File: config.mk
export PLATFORM = sky130hd
export DESIGN_NAME = spc_pcx_tx_rpt_flat
export DESIGN_NICKNAME = d
export VERILOG_FILES = /design/src/rtl/spc_pcx_tx_rpt_if.sv /design/src/rtl/spc_pcx_tx_rpt.sv /design/src/flat_wrapper.sv
export SDC_FILE = /design/constraint.sdc
export NUM_CORES = 1
export LEC_CHECK = 0
export ABC_AREA = 0
export CAP_MARGIN = 20
export CORE_UTILIZATION = 40
export DETAILED_ROUTE_END_ITERATION = 7
export DONT_BUFFER_PORTS = 1
export GPL_TIMING_DRIVEN = 0
export PLACE_DENSITY = 0.68
export SYNTH_ARGS = -nofsm -noshare
export SYNTH_HDL_FRONTEND = slang
export SYNTH_SLANG_ARGS = --single-unit
File: constraint.sdc
create_clock -name rclk -period 4.2 [get_ports rclk]
set_clock_uncertainty 0.2 [all_clocks]
set_input_delay 0.21 -clock rclk [delete_from_list [all_inputs] [get_ports rclk]]
set_output_delay 0.21 -clock rclk [all_outputs]
set_load 0.01 [all_outputs]
File: src/rtl/spc_pcx_tx_rpt_if.sv
// ---------------------------------------------------------------------------
// spc_pcx_tx_rpt_if
//   Bundles the core-side request handshake and the PCX request/packet/grant
//   signals of the SPC->PCX transmit repeater.
//   master : core + crossbar side (drives requests and grants)
//   slave  : the transmit repeater (drives rdy, req_pq, atom_pq, data_pa)
// ---------------------------------------------------------------------------
interface spc_pcx_tx_rpt_if #(
    parameter int NDEST = 5,
    parameter int PKT_W = 124
);
    logic             core_req_vld;
    logic [NDEST-1:0] core_req_dest;
    logic             core_req_atom;
    logic [PKT_W-1:0] core_req_data;
    logic             core_req_rdy;
    logic [NDEST-1:0] spc_pcx_req_pq;
    logic             spc_pcx_atom_pq;
    logic [PKT_W-1:0] spc_pcx_data_pa;
    logic [NDEST-1:0] pcx_spc_grant_px;

    modport master (
        output core_req_vld, core_req_dest, core_req_atom, core_req_data,
        output pcx_spc_grant_px,
        input  core_req_rdy, spc_pcx_req_pq, spc_pcx_atom_pq, spc_pcx_data_pa
    );

    modport slave (
        input  core_req_vld, core_req_dest, core_req_atom, core_req_data,
        input  pcx_spc_grant_px,
        output core_req_rdy, spc_pcx_req_pq, spc_pcx_atom_pq, spc_pcx_data_pa
    );
endinterface

File: src/rtl/spc_pcx_tx_rpt.sv
// ---------------------------------------------------------------------------
// spc_pcx_tx_rpt
//   Outbound SPC->PCX transmit buffer/repeater. Core packets are queued in a
//   DEPTH-entry FIFO and issued in strict order: a one-hot request pulse in
//   PQ (flopped), then the packet in PA one cycle later. Per-destination
//   outstanding counters limit unacknowledged requests to MAX_OUT and are
//   retired by pcx_spc_grant_px. Atomic pairs issue back to back.
// Ports
//   rclk, reset  : clock, synchronous active-high reset
//   bus (slave)  : core_req_* handshake in, spc_pcx_req_pq/atom_pq/data_pa
//                  out, pcx_spc_grant_px in
//   pcx_tx_err   : sticky protocol-error flag
// Build option
//   PCX_TX_ERR_CHK_EN : when defined, pcx_tx_err flags grant-without-
//   outstanding, push while not ready, non-one-hot dest and atomic-pair
//   dest mismatch. When undefined, pcx_tx_err is tied low.
// ---------------------------------------------------------------------------
module spc_pcx_tx_rpt #(
    parameter int DEPTH   = 4,
    parameter int PKT_W   = 124,
    parameter int NDEST   = 5,
    parameter int MAX_OUT = 2
) (
    input  logic                  rclk,
    input  logic                  reset,
    spc_pcx_tx_rpt_if.slave       bus,
    output logic                  pcx_tx_err
);
    localparam int AW = $clog2(DEPTH);
    localparam int CW = $clog2(MAX_OUT + 1);
    localparam logic [AW:0]   FULL = (AW+1)'(DEPTH);
    localparam logic [AW:0]   TWO  = (AW+1)'(2);
    localparam logic [CW-1:0] CMAX = CW'(MAX_OUT);

    typedef struct packed {
        logic             atom;
        logic [NDEST-1:0] dest;
        logic [PKT_W-1:0] data;
    } entry_t;

    // ISSUE: a normal/second-half request was loaded this cycle;
    // ATOM2: a first half was loaded, its partner must follow unconditionally.
    typedef enum logic [1:0] {IDLE, ISSUE, ATOM2} state_t;

    entry_t                      mem [DEPTH];
    logic   [AW-1:0]             rd_ptr, wr_ptr;
    logic   [AW:0]               count, count_nxt;
    logic                        rdy_q;
    logic   [NDEST-1:0][CW-1:0]  out_cnt;
    logic   [NDEST-1:0]          cnt_nz, inc, dec;
    state_t                      state, state_nxt;

    logic   [NDEST-1:0]          req_q, req_nxt;
    logic                        atom_q, atom_nxt;
    logic                        pq_vld;
    logic   [PKT_W-1:0]          pq_data, pa_q;

    entry_t                      head;
    logic                        push, pop, credit_ok, drained_ok;

    assign head = mem[rd_ptr];
    assign push = bus.core_req_vld & rdy_q;

    // Credit view of the head's destination(s).
    always_comb begin
        credit_ok  = 1'b1;
        drained_ok = 1'b1;
        for (int i = 0; i < NDEST; i++) begin
            cnt_nz[i] = (out_cnt[i] != '0);
            if (head.dest[i]) begin
                if (out_cnt[i] >= CMAX) credit_ok  = 1'b0;
                if (cnt_nz[i])          drained_ok = 1'b0;
            end
        end
    end

    // Issue FSM: decides the pop and the next PQ outputs.
    always_comb begin
        state_nxt = IDLE;
        pop       = 1'b0;
        req_nxt   = '0;
        atom_nxt  = 1'b0;
        if (state == ATOM2)
            pop = 1'b1;                 // partner was present when the first half issued
        else if (count != '0)
            pop = head.atom ? (drained_ok && (count >= TWO)) : credit_ok;
        if (pop) begin
            req_nxt   = head.dest;
            atom_nxt  = head.atom & (state != ATOM2);
            state_nxt = atom_nxt ? ATOM2 : ISSUE;
        end
    end

    assign count_nxt = count + {{AW{1'b0}}, push} - {{AW{1'b0}}, pop};

    always_ff @(posedge rclk) begin
        if (push) mem[wr_ptr] <= '{atom: bus.core_req_atom,
                                   dest: bus.core_req_dest,
                                   data: bus.core_req_data};
    end

    always_ff @(posedge rclk) begin
        if (reset) begin
            rd_ptr  <= '0;
            wr_ptr  <= '0;
            count   <= '0;
            rdy_q   <= 1'b0;
            state   <= IDLE;
            req_q   <= '0;
            atom_q  <= 1'b0;
            pq_vld  <= 1'b0;
            pq_data <= '0;
            pa_q    <= '0;
        end else begin
            if (push) wr_ptr <= wr_ptr + AW'(1);
            if (pop)  rd_ptr <= rd_ptr + AW'(1);
            count   <= count_nxt;
            rdy_q   <= (count_nxt < FULL);
            state   <= state_nxt;
            req_q   <= req_nxt;
            atom_q  <= atom_nxt;
            pq_vld  <= pop;
            pq_data <= head.data;
            pa_q    <= pq_vld ? pq_data : '0;
        end
    end

    // Outstanding counters: issue and grant in the same cycle cancel;
    // a grant to an idle destination is dropped.
    assign inc = pop ? head.dest : '0;
    assign dec = bus.pcx_spc_grant_px & cnt_nz;

    always_ff @(posedge rclk) begin
        for (int i = 0; i < NDEST; i++) begin
            if (reset)
                out_cnt[i] <= '0;
            else if (inc[i] & ~dec[i])
                out_cnt[i] <= out_cnt[i] + CW'(1);
            else if (dec[i] & ~inc[i])
                out_cnt[i] <= out_cnt[i] - CW'(1);
        end
    end

    assign bus.core_req_rdy    = rdy_q;
    assign bus.spc_pcx_req_pq  = req_q;
    assign bus.spc_pcx_atom_pq = atom_q;
    assign bus.spc_pcx_data_pa = pa_q;

`ifdef PCX_TX_ERR_CHK_EN
    logic             err_q, err_set, last_atom, dest_onehot;
    logic [NDEST-1:0] last_dest;

    always_comb begin
        dest_onehot = (bus.core_req_dest != '0) &&
                      ((bus.core_req_dest & (bus.core_req_dest - NDEST'(1))) == '0);
        err_set = (|(bus.pcx_spc_grant_px & ~cnt_nz))
                | (bus.core_req_vld & ~rdy_q)
                | (bus.core_req_vld & ~dest_onehot)
                | (push & last_atom & (bus.core_req_dest != last_dest));
    end

    // last_atom remembers that the previous push opened an atomic pair.
    always_ff @(posedge rclk) begin
        if (reset) begin
            err_q     <= 1'b0;
            last_atom <= 1'b0;
            last_dest <= '0;
        end else begin
            if (err_set) err_q <= 1'b1;
            if (push) begin
                last_atom <= bus.core_req_atom;
                last_dest <= bus.core_req_dest;
            end
        end
    end

    assign pcx_tx_err = err_q;
`else
    assign pcx_tx_err = 1'b0;
`endif

endmodule
File: src/flat_wrapper.sv
// flat-port wrapper written by rule: the top's interface ports become plain ports
module spc_pcx_tx_rpt_flat 
#(
    parameter int DEPTH   = 4,
    parameter int PKT_W   = 124,
    parameter int NDEST   = 5,
    parameter int MAX_OUT = 2
)
  (rclk, reset, pcx_tx_err, bus_core_req_vld, bus_core_req_dest, bus_core_req_atom, bus_core_req_data, bus_pcx_spc_grant_px, bus_core_req_rdy, bus_spc_pcx_req_pq, bus_spc_pcx_atom_pq, bus_spc_pcx_data_pa);
  spc_pcx_tx_rpt_if #(.NDEST(NDEST), .PKT_W(PKT_W)) bus_i ();
  input  logic rclk;
  input  logic reset;
  output logic pcx_tx_err;
  input wire logic [$bits(bus_i.core_req_vld)-1:0] bus_core_req_vld;
  input wire logic [$bits(bus_i.core_req_dest)-1:0] bus_core_req_dest;
  input wire logic [$bits(bus_i.core_req_atom)-1:0] bus_core_req_atom;
  input wire logic [$bits(bus_i.core_req_data)-1:0] bus_core_req_data;
  input wire logic [$bits(bus_i.pcx_spc_grant_px)-1:0] bus_pcx_spc_grant_px;
  output wire logic [$bits(bus_i.core_req_rdy)-1:0] bus_core_req_rdy;
  output wire logic [$bits(bus_i.spc_pcx_req_pq)-1:0] bus_spc_pcx_req_pq;
  output wire logic [$bits(bus_i.spc_pcx_atom_pq)-1:0] bus_spc_pcx_atom_pq;
  output wire logic [$bits(bus_i.spc_pcx_data_pa)-1:0] bus_spc_pcx_data_pa;
  assign bus_i.core_req_vld = bus_core_req_vld;
  assign bus_i.core_req_dest = bus_core_req_dest;
  assign bus_i.core_req_atom = bus_core_req_atom;
  assign bus_i.core_req_data = bus_core_req_data;
  assign bus_i.pcx_spc_grant_px = bus_pcx_spc_grant_px;
  assign bus_core_req_rdy = bus_i.core_req_rdy;
  assign bus_spc_pcx_req_pq = bus_i.spc_pcx_req_pq;
  assign bus_spc_pcx_atom_pq = bus_i.spc_pcx_atom_pq;
  assign bus_spc_pcx_data_pa = bus_i.spc_pcx_data_pa;
  spc_pcx_tx_rpt #(.DEPTH(DEPTH), .PKT_W(PKT_W), .NDEST(NDEST), .MAX_OUT(MAX_OUT)) u_core (.rclk(rclk), .reset(reset), .bus(bus_i), .pcx_tx_err(pcx_tx_err));
endmodule
After elaboration in Yosys (flattened, before gate mapping). Memory sizes are Yosys's and may differ from the RTL's. A register that Yosys moved wholly into a read port is not among the register bits. Cells that the tools add are included.

Register bits: 275. Memory bits (writable): 520. Output and inout port bits: 132. Logic and storage cells: 117. Memories: 1.

Add/subtract/negate cells: 14. $lt $le $gt $ge: 7. Equality and inequality tests: 2. Multiplexer cells: 39. Bitwise gates (word level): 25. Reduce and logical (&&, ||, !) cells: 14.

Memory list: u_core.mem (words 4, width 130, read ports 1, clocked after memory_dff 1, write ports 1, line spc_pcx_tx_rpt.sv:45) `entry_t mem [DEPTH];`.

Operator list (count): $mux W2 (13); $mux W1 (25); $reduce_bool A2 Y1 (10); $add A2 B1 Y2 const B (7); $and A1 B1 Y1 (12); $not A1 Y1 (12); $ge A2 B2 Y1 const B (5); $sub A2 B1 Y2 const B (5); $and A5 B5 Y5 (1); $mux W5 (1); $reduce_or A2 Y1 (2); $add A3 B1 Y3 (1); $ge A3 B2 Y1 const B (1); $lt A3 B3 Y1 const B (1); $reduce_bool A3 Y1 (1); $sub A3 B1 Y3 (1); $eq A2 B2 Y1 const B (1); $ne A2 B2 Y1 const B (1); $logic_and A1 B1 Y1 (1).

Depth between registers and ports, before layout.
Depth in word-level cells: 20. Gate-level depth with buffers: 14.

Worst setup path before layout. Ideal clock, no wire load.

Path kind: reg-to-reg. Start: reg u_core.wr_ptr[0]. End: mem u_core.mem[2][0] in the netlist's numbering (enable). Library setup time: 0.505 ns. Arrival time: 3.580 ns. Slack: -0.086 ns. Stages on the path, launching flop included: 4. Buffers on the path: 0. Clock period less this slack: 4.286 ns. Path through: dfxtp_1 inv_1 ha_1 and3_1.

RTL lines: start: declaration (line spc_pcx_tx_rpt.sv:46) `logic [AW-1:0] rd_ptr, wr_ptr;`; start signal: assignment (line spc_pcx_tx_rpt.sv:115) `if (push) wr_ptr <= wr_ptr + AW'(1);`; end: declaration (line spc_pcx_tx_rpt.sv:45).

Straight into the memory's write port.

==> impl_metrics.csv <==
group,metric,value,unit
sta,hold_viol_final,0,
logic_synthesis,seq_area_frac_synth,79.1,%
placement,place.port_buffers,0,
floorplan,die_area,67900,µm²
route,wl_per_cell,21.0,µm
cells_and_area,final_area,32400,µm²
sta,slew_violations,0,
worst_setup_path,critPathSlowestCell,"fa_1",
sta,rsz0062_at_grt,"false",
logic_synthesis,synth.top_cell.area_share,58.4,%
worst_setup_path,timing.rr.end,"u_core.count[2]",
route,route.antenna.remaining_nets,0,
floorplan,dieHeight,261,µm
clocking,clock-sinks,796,
route,vias_per_cell,4.85,
worst_setup_path,crit_type,"reg2reg",
worst_setup_path,reg2reg_depth,13,
placement,place_ws,0.569,ns
clocking,post_cts_resized,0,
placement,place_congestion,0.726,
placement,dp_cells,2236,
floorplan,num_rows,94,
hold_path,hold_path.startpoint,"bus_core_req_data[108]",
hold_path,worstHoldEndpoint,"u_core.mem[3][108]",
cells_and_area,layout.cells.non_filler,2527,
cells_and_area,fin_util,49.1,%
cells_and_area,drive_above_1_share,19.3,%
power,powerDensity,613,nW/µm²
worst_setup_path,critPathLaunchType,"register",
logic_synthesis,synthArstFlopShare,0,%
worst_setup_path,slowest_delay,0.41,ns
cells_and_area,fill_cells,5297,
cells_and_area,nets,1743,
power,total_power,19.8,mW
route,dr.pass1.iters,7,
clocking,cts_buffers,82,
hold_path,hold_path.class,"in2reg",
hold_path,hold_depth,1,
sta,min_period_over_period,85.1,%
floorplan,die_width,261,µm
power,p_leak,10.9,nW
outcome,violations,"DRC",
global_routing,grt_pass1_vias,13200,
clocking,cts_root_buffer,"clkbuf_16",
worst_setup_path,worst_ep_arrival_time,3.87,ns
global_routing,grt_usage,15.9,%
logic_synthesis,ys_top_cells_by_count,"520 x edfxtp_1, 276 x dfxtp_1, 130 x mux4_2, 130 x nor2b_1, 125 x and2_1",
sta,setup_viol,0,
sta,timing.fmax,280,MHz
worst_setup_path,path_max_fanout,10,
logic_synthesis,ys.warnings.count,0,
global_routing,grt_overflow_total,0,
sta,setup_tns,0,ns
sta,period_minus_slack,3.57,ns
sta,worst_pin_slew,1.01,ns
route,drc,48,
worst_setup_path,cp_cell_sequence,"buf_2 -> mux4_2 -> a22oi_1 -> and3_2 -> nor3_2 -> buf_6 -> inv_2 -> ha_1 -> inv_1 -> ha_1 -> fa_1 -> xnor2_1 -> nor2b_1",
placement,dp_hpwl,32200,µm
outcome,status,"complete, but fails checks",
worst_setup_path,regToRegSetupSlack,0.63,ns
worst_setup_path,worstPathRequired,4.49,ns
global_routing,grt_start_max_net_pins,43,
floorplan,ios,270,
cells_and_area,final-seq-area,21100,µm²
sta,holdWs,0.0969,ns
global_routing,antenna_found_initial,4,
sta,fin_ws,0.626,ns
worst_setup_path,crit_path_frequent_cell,"ha_1",
sta,max_slew_margin,32.3,%
route,vias,12300,
logic_synthesis,synth_cells,1358,
clocking,clk_latency,0.62,ns
logic_synthesis,syn_area_per_cell,19.7,µm²
logic_synthesis,synth_cell_types,42,
logic_synthesis,ys_seq_elements,796,
cells_and_area,area_growth,21.2,%
clocking,clk_pin_slew,0.06,ns
logic_synthesis,synth_most_common_cell,"edfxtp_1",
logic_synthesis,synthesis.area,26700,µm²
floorplan,start_util,40.5,%
route,wirelength,53100,µm
worst_setup_path,crit_path_end_kind,"register",
placement,place_area,28200,µm²
logic_synthesis,yosys.area.top_type,"edfxtp_1",
power,vdd_drop_max,403,µV
clocking,htree_levels,3,
route,dr.first_iter.drc_count,698,
logic_synthesis,synth_edf_count,520,
logic_synthesis,synth_fp_nets,1509,
cells_and_area,multiInputGateArea,5300,µm²
clocking,cts_tree,"built",
floorplan,core,66000,µm²
flow_run,cap_violations,0,
logic_synthesis,synthFlopType,"edfxtp_1",
global_routing,grt_pass1_wl,79800,µm
clocking,clockBufferDepth,3,
logic_synthesis,synthTopCellsByArea,"edfxtp_1 58%, dfxtp_1 21%, mux4_2 11%, nor2b_1 3.0%, and2_1 2.9%",
-- sequential cells by signal, summed over array words and instances (netlist names), named ones only --
signal and flops:
u_core.pq_vld 1, u_core.count 3, u_core.wr_ptr 2, u_core.bus.core_req_rdy 1, u_core.pq_data 124, u_core.mem 520
u_core.state 1, u_core.bus.spc_pcx_data_pa 124, u_core.bus.spc_pcx_req_pq 5, u_core.bus.spc_pcx_atom_pq 1, u_core.rd_ptr 2, u_core.out_cnt 10
-- power by group --
| group | total (mW) | switching [mW] | internal (mW) |
|---|---|---|---|
| Combinational | 2.99 | 1.44 | 1.55 |
| Sequential | 9.34 | 0.265 | 9.08 |
| Clock | 7.51 | 3.06 | 4.45 |
-- cells by family after synthesis --
logic type               after synthesis  share of synthesized area [%]
XOR/XNOR                              12                          0.393
adder cells (fa/ha/maj)               13                          0.636
buffers and inverters                 73                           1.19
flip-flops                           796                           79.1
AO/OA/AOI/OAI                         23                          0.576
multiplexers                         130                           10.9
other                                  1                         0.0140
AND/OR/NAND/NOR                      310                           7.18
-- how the worst max path moves through the flow --
stage                       startpoint           endpoint  slack, ns  cells after the start
3_3_place_gp   u_core.bus.core_req_rdy  u_core.mem[0][46]      -0.13                      1
6_report                      register    u_core.count[2]       0.63                     13
2_1_floorplan                 register    u_core.count[2]       1.11                     14
3_5_place_dp                  register    u_core.count[2]       0.57                     13
5_1_grt                       register    u_core.count[2]       0.40                     13
4_1_cts                       register    u_core.count[2]       0.54                     13
-- cell usage in the layout, fill, tap and decap left out, drive strengths merged, types with 5 or more instances in the layout --
cell         instances
and3                 5
dfxtp              276
or2                  5
inv                 23
or3                  5
o21ai                5
clkbuf             151
xor2                10
and2               125
dlygate4sd3        136
buf                 40
nor2                14
nor2b              130
nor3                 7
a21oi                7
nand2               10
mux4               130
bufinv               6
clkinv              17
edfxtp             520
ha                  12
-- area by class of cell --
class                      count  area share, %
tap                          864           3.34
clock inverter                38           1.44
clock buffer                 116           7.43
sequential                   796           65.2
antenna                        1        0.00772
multi-input combinational    489           16.4
buffer                        61          0.842
timing repair buffer         150           5.20
inverter                      12          0.139
-- per-layer routing --
metal	GRT usage, %	vias up	part of all wire, %	wire [µm]
met4	5.23	8	2.3	1250
met1	19.4	6293	41	21600
met2	27.4	282	51	27200
li1	-	5584	-	-
met3	3.97	90	5.6	2980
met5	0	-	0.096	51
-- repair_timing --
action,4_1_cts,5_1_grt
setup buffers,0,0
endpoints found under the hold margin,637,0
hold buffers,136,0
-- worst max-delay path, delay by kind of cell, from the launching register on --
kind,cells,cell delay [ns]
xor gates and xnor gates,1,0.15
and+or+nand+nor,3,0.67
AOI/OAI and AO/OA,1,0.11
muxes,1,0.33
DFF,1,0.40
adders and majority gates,3,0.88
buffers and inverters,4,0.69
(Power assumes the default switching activity.)
